===== src/rtl/rgb_relation_decoder_if.sv =====
// Result handshake between the RGB relation decoder and its consumer.
// The decoder drives valid/code; the consumer drives ready.
interface rgb_relation_decoder_if;
    logic       rel_valid;
    logic       rel_ready;
    logic [1:0] rel_code;

    modport master (output rel_valid, output rel_code, input rel_ready);
    modport slave  (input rel_valid, input rel_code, output rel_ready);
endinterface


===== src/rtl/rgb_relation_decoder.sv =====
// Synchronizes and debounces the comparator's R/G/B indicator lines, turns each
// newly stable code into a relation result, and counts results per relation.
module rgb_relation_decoder #(
    parameter int STABLE_CYCLES = 4,
    parameter int CNT_W         = 8
) (
    input  logic                   clk,
    input  logic                   rst_n,
    input  logic                   r_in,
    input  logic                   g_in,
    input  logic                   b_in,
    input  logic                   clr_cnt,
    rgb_relation_decoder_if.master rel,
    output logic                   overrun,
    output logic [CNT_W-1:0]       lt_count,
    output logic [CNT_W-1:0]       eq_count,
    output logic [CNT_W-1:0]       gt_count,
    output logic [CNT_W-1:0]       err_count
);
    typedef enum logic {EMPTY = 1'b0, FULL = 1'b1} state_e;

    localparam logic [3:0] STAB_MAX = 4'(STABLE_CYCLES);
    localparam logic [3:0] STAB_PRE = 4'(STABLE_CYCLES - 1);
    localparam logic [1:0] REL_LT  = 2'b00;
    localparam logic [1:0] REL_EQ  = 2'b01;
    localparam logic [1:0] REL_GT  = 2'b10;
    localparam logic [1:0] REL_ERR = 2'b11;

    logic [2:0]       sync1_q, sync2_q, cand_q, last_acc_q;
    logic             last_vld_q;
    logic [3:0]       stab_cnt_q;
    logic             acc_q;
    logic [1:0]       acc_code_q;
    state_e           state_q, state_d;
    logic [1:0]       code_q, code_d;
    logic             ovr_set;
    logic             accept;
    logic [1:0]       cand_rel;
    logic             overrun_q;
    logic [CNT_W-1:0] lt_q, eq_q, gt_q, err_q;

    function automatic logic [1:0] decode(input logic [2:0] rgb);
        case (rgb)
            3'b110:  return REL_LT;
            3'b101:  return REL_EQ;
            3'b011:  return REL_GT;
            default: return REL_ERR;
        endcase
    endfunction

    function automatic logic [CNT_W-1:0] sat_inc(input logic [CNT_W-1:0] v);
        return (v == {CNT_W{1'b1}}) ? v : v + CNT_W'(1);
    endfunction

    // Accept only on the exact step into STABLE_CYCLES, and only for a code
    // different from the last accepted one (last_vld_q=0 is the "none" marker).
    always_comb begin
        accept   = (sync2_q == cand_q) && (stab_cnt_q == STAB_PRE) &&
                   (!last_vld_q || (last_acc_q != cand_q));
        cand_rel = decode(cand_q);
    end

    always_ff @(posedge clk) begin
        if (!rst_n) begin
            sync1_q    <= 3'b000;
            sync2_q    <= 3'b000;
            cand_q     <= 3'b000;
            stab_cnt_q <= 4'd0;
            last_acc_q <= 3'b000;
            last_vld_q <= 1'b0;
            acc_q      <= 1'b0;
            acc_code_q <= REL_LT;
        end else begin
            sync1_q <= {r_in, g_in, b_in};
            sync2_q <= sync1_q;
            if (sync2_q != cand_q) begin
                cand_q     <= sync2_q;
                stab_cnt_q <= 4'd1;
            end else if (stab_cnt_q != STAB_MAX) begin
                stab_cnt_q <= stab_cnt_q + 4'd1;
            end
            acc_q      <= accept;
            acc_code_q <= cand_rel;
            if (accept) begin
                last_acc_q <= cand_q;
                last_vld_q <= 1'b1;
            end
        end
    end

    // A full slot with ready and a fresh acceptance reloads without a bubble.
    always_comb begin
        state_d = state_q;
        code_d  = code_q;
        ovr_set = 1'b0;
        case (state_q)
            EMPTY: begin
                if (acc_q) begin
                    state_d = FULL;
                    code_d  = acc_code_q;
                end
            end
            FULL: begin
                if (acc_q) begin
                    if (rel.rel_ready) code_d = acc_code_q;
                    else               ovr_set = 1'b1;
                end else if (rel.rel_ready) begin
                    state_d = EMPTY;
                end
            end
            default: state_d = EMPTY;
        endcase
    end

    always_ff @(posedge clk) begin
        if (!rst_n) begin
            state_q <= EMPTY;
            code_q  <= REL_LT;
        end else begin
            state_q <= state_d;
            code_q  <= code_d;
        end
    end

    always_ff @(posedge clk) begin
        if (!rst_n || clr_cnt) begin
            overrun_q <= 1'b0;
            lt_q      <= '0;
            eq_q      <= '0;
            gt_q      <= '0;
            err_q     <= '0;
        end else begin
            if (ovr_set) overrun_q <= 1'b1;
            if (acc_q) begin
                case (acc_code_q)
                    REL_LT:  lt_q  <= sat_inc(lt_q);
                    REL_EQ:  eq_q  <= sat_inc(eq_q);
                    REL_GT:  gt_q  <= sat_inc(gt_q);
                    default: err_q <= sat_inc(err_q);
                endcase
            end
        end
    end

    assign rel.rel_valid = (state_q == FULL);
    assign rel.rel_code  = code_q;
    assign overrun       = overrun_q;
    assign lt_count      = lt_q;
    assign eq_count      = eq_q;
    assign gt_count      = gt_q;
    assign err_count     = err_q;
endmodule


===== src/flat_wrapper.sv =====
// flat-port wrapper written by rule: the top's interface ports become plain ports
module rgb_relation_decoder_flat 
#(
    parameter int STABLE_CYCLES = 4,
    parameter int CNT_W         = 8
)
  (clk, rst_n, r_in, g_in, b_in, clr_cnt, overrun, lt_count, eq_count, gt_count, err_count, rel_rel_valid, rel_rel_code, rel_rel_ready);
  rgb_relation_decoder_if rel_i ();
  input  logic clk;
  input  logic rst_n;
  input  logic r_in;
  input  logic g_in;
  input  logic b_in;
  input  logic clr_cnt;
  output logic overrun;
  output logic [CNT_W-1:0] lt_count;
  output logic [CNT_W-1:0] eq_count;
  output logic [CNT_W-1:0] gt_count;
  output logic [CNT_W-1:0] err_count;
  output wire logic [$bits(rel_i.rel_valid)-1:0] rel_rel_valid;
  output wire logic [$bits(rel_i.rel_code)-1:0] rel_rel_code;
  input wire logic [$bits(rel_i.rel_ready)-1:0] rel_rel_ready;
  assign rel_rel_valid = rel_i.rel_valid;
  assign rel_rel_code = rel_i.rel_code;
  assign rel_i.rel_ready = rel_rel_ready;
  rgb_relation_decoder #(.STABLE_CYCLES(STABLE_CYCLES), .CNT_W(CNT_W)) u_core (.clk(clk), .rst_n(rst_n), .r_in(r_in), .g_in(g_in), .b_in(b_in), .clr_cnt(clr_cnt), .rel(rel_i), .overrun(overrun), .lt_count(lt_count), .eq_count(eq_count), .gt_count(gt_count), .err_count(err_count));
endmodule

===== config.mk =====
export PLATFORM = sky130hd
export DESIGN_NAME = rgb_relation_decoder_flat
export DESIGN_NICKNAME = d
export VERILOG_FILES = /design/src/rtl/rgb_relation_decoder_if.sv /design/src/rtl/rgb_relation_decoder.sv /design/src/flat_wrapper.sv
export SDC_FILE = /design/constraint.sdc
export NUM_CORES = 1
export LEC_CHECK = 0
export CAP_MARGIN = 20
export CORE_MARGIN = 8
export CORE_UTILIZATION = 40
export DETAILED_ROUTE_END_ITERATION = 8
export PLACE_DENSITY = 0.64
export SYNTH_ARGS = -nofsm -noshare
export SYNTH_HDL_FRONTEND = slang
export SYNTH_SLANG_ARGS = --single-unit

===== constraint.sdc =====
create_clock -name clk -period 5.3 [get_ports clk]
set_clock_uncertainty 0.15 [all_clocks]
set_input_delay 1.06 -clock clk [delete_from_list [all_inputs] [get_ports clk]]
set_output_delay 1.06 -clock clk [all_outputs]
set_load 0.1 [all_outputs]

==> flow_summary.yaml, run 1 <==
final_layout:
  final.fill_count: 551
  multi_input_area_um2: 1250
  layout.cells.non_filler: 381
  drive_gt1_frac: 0.03922
  diodes: 0
  fin_nets: 318
  syn2layout_area_growth_pct: 23.95
  final-seq-area_um2: 1121
die:
  io_pins: 43
  initial_utilization: 0.4121
  die_x_um: 94.10
  core.rowCount: 28
  die_area_um2: 8855
  core_um2: 5921
  fp.dieH_um: 94.10
timing:
  min_period_ns: 3.124
  relSlewSlack: 0.3485
  fmax_mhz: 320.1
  setup-tns-final_ns: 0
  drv_slew: 0
  setup_viol: 0
  worst_pin_slew_ns: 0.9742
  finalCritPeriodShare: 0.5895
  rsz0062_at_grt: "false"
  whs_ns: 0.2960
  hold_viol_final: 0
clock_network:
  clockBufferDepth: 2
  cts_buffers: 5
  holdBufCountCts: 0
  clk-insertion-delay-late_ns: 0.30
  cts_setup_buffers: 0
  cts_root_buf: "clkbuf_8"
  cts_sinks: 56
  ctsHtreeMaxLevel: 2
  clk_pin_slew_ns: 0.10
  cts_tree: "built"
  cts_resized: 0
route:
  vias_per_cell: 5.184
  wire_per_inst_um: 12.72
  remaining_drc_errors: 0
  drt_iter0_markers: 67
  wirelength_um: 4847
  ant_nets: 0
  vias: 1975
  dr.pass1.iters: 4
worst_hold_path:
  holdPathStages: 1
  hold_class: "reg2reg"
  hold_path_end: "u_core.sync2_q[1]"
  hold_path_startpoint: "u_core.sync1_q[1]"
flow_run:
  max_cap_violations: 0
grt:
  grt_pass1_wl_um: 8273
  grt_pass1_vias: 1887
  grt_overflow: 0
  grt_max_degree: 33
  antenna_found_initial: 0
  track_usage: 0.1127
critical_path:
  required_ns: 4.09
  crit_family: "buffers and inverters"
  slowest_stage: "clkdlybuf4s50_1"
  r2r_slack_ns: 3.39
  critPathLaunchType: "register"
  cp.arrival_ns: 1.91
  crit_buf_inv: 1
  crit_chain: "clkdlybuf4s50_1"
  critPathKind: "reg2out"
  critPathMaxStageDelay_ns: 1.18
  startpoint: "u_core.eq_count[7]"
  worstRegToRegCells: 5
  crit_path_end_kind: "primary output"
  worstPathMaxFanout: 6
  rr_endpoint: "u_core.err_count[5]"
  r2r_start: "u_core.err_count[0]"
synth:
  synth_common_cells: "dfxtp_1 (56), nor2_1 (30), nand2_1 (17), a21oi_1 (14), xnor2_1 (14)"
  yosys_warnings: 0
  syn_inst: 264
  syn_avg_cell_area_um2: 9.242
  synth_seq_cells: 56
  synthArstFlopShare: 0
  yosysTopAreaCellShare: 0.4595
  synth_edf_count: 0
  synthTopCellsByArea: "dfxtp_1 (46%), xnor2_1 (5.0%), nor2_1 (4.6%)"
  syn_nets: 277
  yosysSeqAreaShare: 0.4595
  synth-main-ff-cell: "dfxtp_1"
  synth_area_leader_cell: "dfxtp_1"
  synthMostInstantiatedCell: "dfxtp_1"
  syn-cell-area_um2: 2440
  synth.distinct_cells: 37
pwr:
  switching_power_mw: 0.1626
  swShare: 0.2290
  ir_worst_vdd_v: 0.0001634
  combPwrFrac: 0.047
  power.share.clock: 0.343
  p_per_area_nw_per_um2: 234.8
  internal-power_mw: 0.5476
  power_leakage_nw: 1.030
  p_seq_frac: 0.610
placement:
  hpwl_um: 3567
  place_congestion: 0.7587
  port_buffers: 42
  placed_cells: 373
outcome:
  outcome: "finished clean"
[cells by family (layout without fill, tap and decap cells)]
logic type      count (synthesis)  count (layout)  share of synthesized area
mux                            10              10                    0.04103
simple gates                  107             107                     0.2431
fa+ha+maj                       6               6                    0.03077
compound gates                 43              43                     0.1113
xor+xnor                       24              24                    0.08615
buf+inv                        18              60                    0.02820
flops                          56              56                     0.4595
[final cells by class]
type                       count  share of cell area
multi-input combinational    190              0.4133
sequential                    56              0.3707
timing repair buffer          43              0.1415
tap                           75             0.03103
clock buffer                   6             0.02731
inverter                       9             0.01117
clock inverter                 2            0.004965
[through the flow]
stage	setup slack (ns)	utilization	cell area [um^2]	power, mW
finish	2.176	0.5108	3024	0.7102
CTS	2.162	0.5108	3024	0.7207
detailed placement	2.448	0.4943	2927	0.4769
global placement	2.508	0.4943	2927	0.4762
floorplan	2.901	-	2440	0.4658
global route	2.082	0.5108	3024	0.7456
[metal layers]
metal | up-vias | share of wire | global-route usage
met1 | 922 | 0.48 | 0.1327
met5 | - | 0 | 0
met2 | 36 | 0.45 | 0.1931
li1 | 1010 | - | -
met3 | 7 | 0.055 | 0.02798
met4 | 0 | 0.013 | 0.03963
[worst max path at each step]
stage,end,slack (ns),cells after the start
after floorplan,u_core.lt_count[1],2.90,5
after global placement,eq_count[7],2.51,1
after detailed placement,u_core.err_count[2],2.45,5
after CTS,eq_count[7],2.16,1
after global routing,gt_count[3],2.08,1
final,eq_count[7],2.18,1
[power groups by stage]
stage / clock (mW) / sequential, mW / combinational, mW
floorplan: 0 / 0.442 / 0.0234
global route: 0.274 / 0.435 / 0.0374
detailed placement: 0 / 0.443 / 0.0342
CTS: 0.253 / 0.433 / 0.0343
finish: 0.244 / 0.433 / 0.0336
global placement: 0 / 0.442 / 0.0338
[layout by cell type (no fill, tap or decap), types with 2 or more instances in the layout]
master           count
a2111oi_0            2
a211oi_1             5
a21o_1               2
a21oi_1             14
and2_1               9
and3_1               6
and4_1               3
clkbuf_8             6
clkdlybuf4s50_1     42
clkinvlp_4           2
dfxtp_1             56
ha_1                 6
inv_1                9
mux2i_1             10
nand2_1             17
nand2b_1             4
nand3_1             10
nand3b_1             2
nand4_1              5
nor2_1              30
nor3_1               2
nor4b_1              2
o211ai_1             4
o21ai_0              8
o31ai_1              6
or3_1                5
or4_1                5
xnor2_1             14
xor2_1              10
[registers in the layout, indices dropped and copies added (netlist names)]
register              flops
u_core.eq_count           8
u_core.err_count          8
u_core.gt_count           8
u_core.lt_count           8
u_core.stab_cnt_q         4
u_core.cand_q             3
u_core.last_acc_q         3
u_core.sync1_q            3
u_core.sync2_q            3
u_core.acc_code_q         2
u_core.rel.rel_code       2
u_core.acc_q              1
u_core.last_vld_q         1
u_core.overrun            1
u_core.rel.rel_valid      1
(Power assumes the default switching activity.)
==> run 2, diff against run 1 <==
- clock period: 5.3 -> 3.15 ns (I/O delays scaled with it)
==> flow_summary.yaml, run 2 (synthesis gave the netlist of run 1 again) <==
outcome:
  outcome: "finished clean"
route:
  remaining_drc_errors: 0
  dr.pass1.iters: 4
  vias: 1948
  ant_nets: 0
  drt_iter0_markers: 79
  wirelength_um: 4876
  wire_per_inst_um: 12.76
  vias_per_cell: 5.099
clock_network:
  clockBufferDepth: 2
  cts_root_buf: "clkbuf_8"
  cts_sinks: 56
  cts_setup_buffers: 0
  clk_pin_slew_ns: 0.10
  holdBufCountCts: 0
  clk-insertion-delay-late_ns: 0.30
  cts_resized: 0
  cts_tree: "built"
  cts_buffers: 5
  ctsHtreeMaxLevel: 2
timing:
  setup_viol: 0
  hold_viol_final: 0
  whs_ns: 0.2909
  min_period_ns: 1.937
  relSlewSlack: 0.5779
  worst_pin_slew_ns: 0.6172
  drv_slew: 0
  setup-tns-final_ns: 0
  fmax_mhz: 516.4
  rsz0062_at_grt: "false"
  finalCritPeriodShare: 0.6148
die:
  io_pins: 43
  core.rowCount: 28
  die_x_um: 94.10
  die_area_um2: 8855
  fp.dieH_um: 94.10
  core_um2: 5921
  initial_utilization: 0.4121
final_layout:
  final.fill_count: 593
  layout_common_cells: "dfxtp_1 (56), buf_4 (38), nor2_1 (30), nand2_1 (17)"
  final_common_cell: "dfxtp_1"
  syn2layout_area_growth_pct: 20.56
  drive_gt1_frac: 0.1596
  fin_nets: 319
  diodes: 0
critical_path:
  critPathKind: "in2reg"
  required_ns: 3.20
  cp.arrival_ns: 1.98
  critPathLaunchType: "primary input"
  worstPathMaxFanout: 19
  crit_path_end_kind: "register"
placement:
  hpwl_um: 3656
  place_congestion: 0.7379
  port_buffers: 42
grt:
  track_usage: 0.1139
  grt_pass1_vias: 1830
  antenna_found_initial: 0
  grt_pass1_wl_um: 8314
  grt_overflow: 0
  grt_max_degree: 20
pwr:
  p_per_area_nw_per_um2: 404.9
  power_leakage_nw: 1.110
  ir_worst_vdd_v: 0.0002153
worst_hold_path:
  hold_class: "reg2reg"
flow_run:
  max_cap_violations: 0
[run 2: cell types whose count changed in the layout (fill, tap and decap cells not counted)]
cell and change:
clkdlybuf4s50_1 -36, buf_4 +37
[run 2: layer usage]
metal,GRT usage,vias up,part of all wire
met5,0,-,0
met3,0.03118,5,0.054
li1,-,1011,-
met4,0.03963,0,0.011
met1,0.1410,899,0.48
met2,0.1849,33,0.45
[run 2: critical path: stages]
cell,delay (ns)
clkdlybuf4s50_1,0.49
nand2b_1,0.45
buf_4,0.34
nor2_1,0.07
[run 2: layout make-up]
cell class	count	area, um^2	share of cell area
inverters	9	33.78	0.01148
clock buffers	6	82.58	0.02807
well taps	75	93.84	0.03190
flip-flops and latches	56	1121	0.3811
repair buffers	44	345.3	0.1174
multi-input cells	190	1250	0.4249
clock inverters	2	15.01	0.005104
[run 2: path summary, 6_finish.rpt]
check,startpoint,end,slack [ns],cells after the start
max,clr_cnt,u_core.lt_count[3],1.21,4
min reg2reg,u_core.sync1_q[2],u_core.sync2_q[2],0.29,1
max reg2reg,u_core.gt_count[0],u_core.gt_count[5],1.25,5
min,u_core.sync1_q[2],u_core.sync2_q[2],0.29,1
[run 2: power breakdown]
| part | total, mW | internal [mW] | switching [mW] |
|---|---|---|---|
| Sequential | 0.728 | 0.718 | 0.0102 |
| Clock | 0.405 | 0.178 | 0.227 |
| Combinational | 0.0578 | 0.0256 | 0.0321 |
| Total | 1.19 | 0.922 | 0.269 |
[run 2: per-stage QoR]
stage / power, mW / cells / util / area [um^2] / setup WS (ns)
2_1_floorplan: 0.7837 / 264 / - / 2440 / 0.7508
4_1_cts: 1.216 / 382 / 0.4968 / 2942 / 1.163
3_3_place_gp: 0.8024 / 374 / 0.4803 / 2844 / 0.8753
3_5_place_dp: 0.8034 / 374 / 0.4803 / 2844 / 0.8275
6_report: 1.191 / 382 / 0.4968 / 2942 / 1.213
5_1_grt: 1.250 / 382 / 0.4968 / 2942 / 1.112
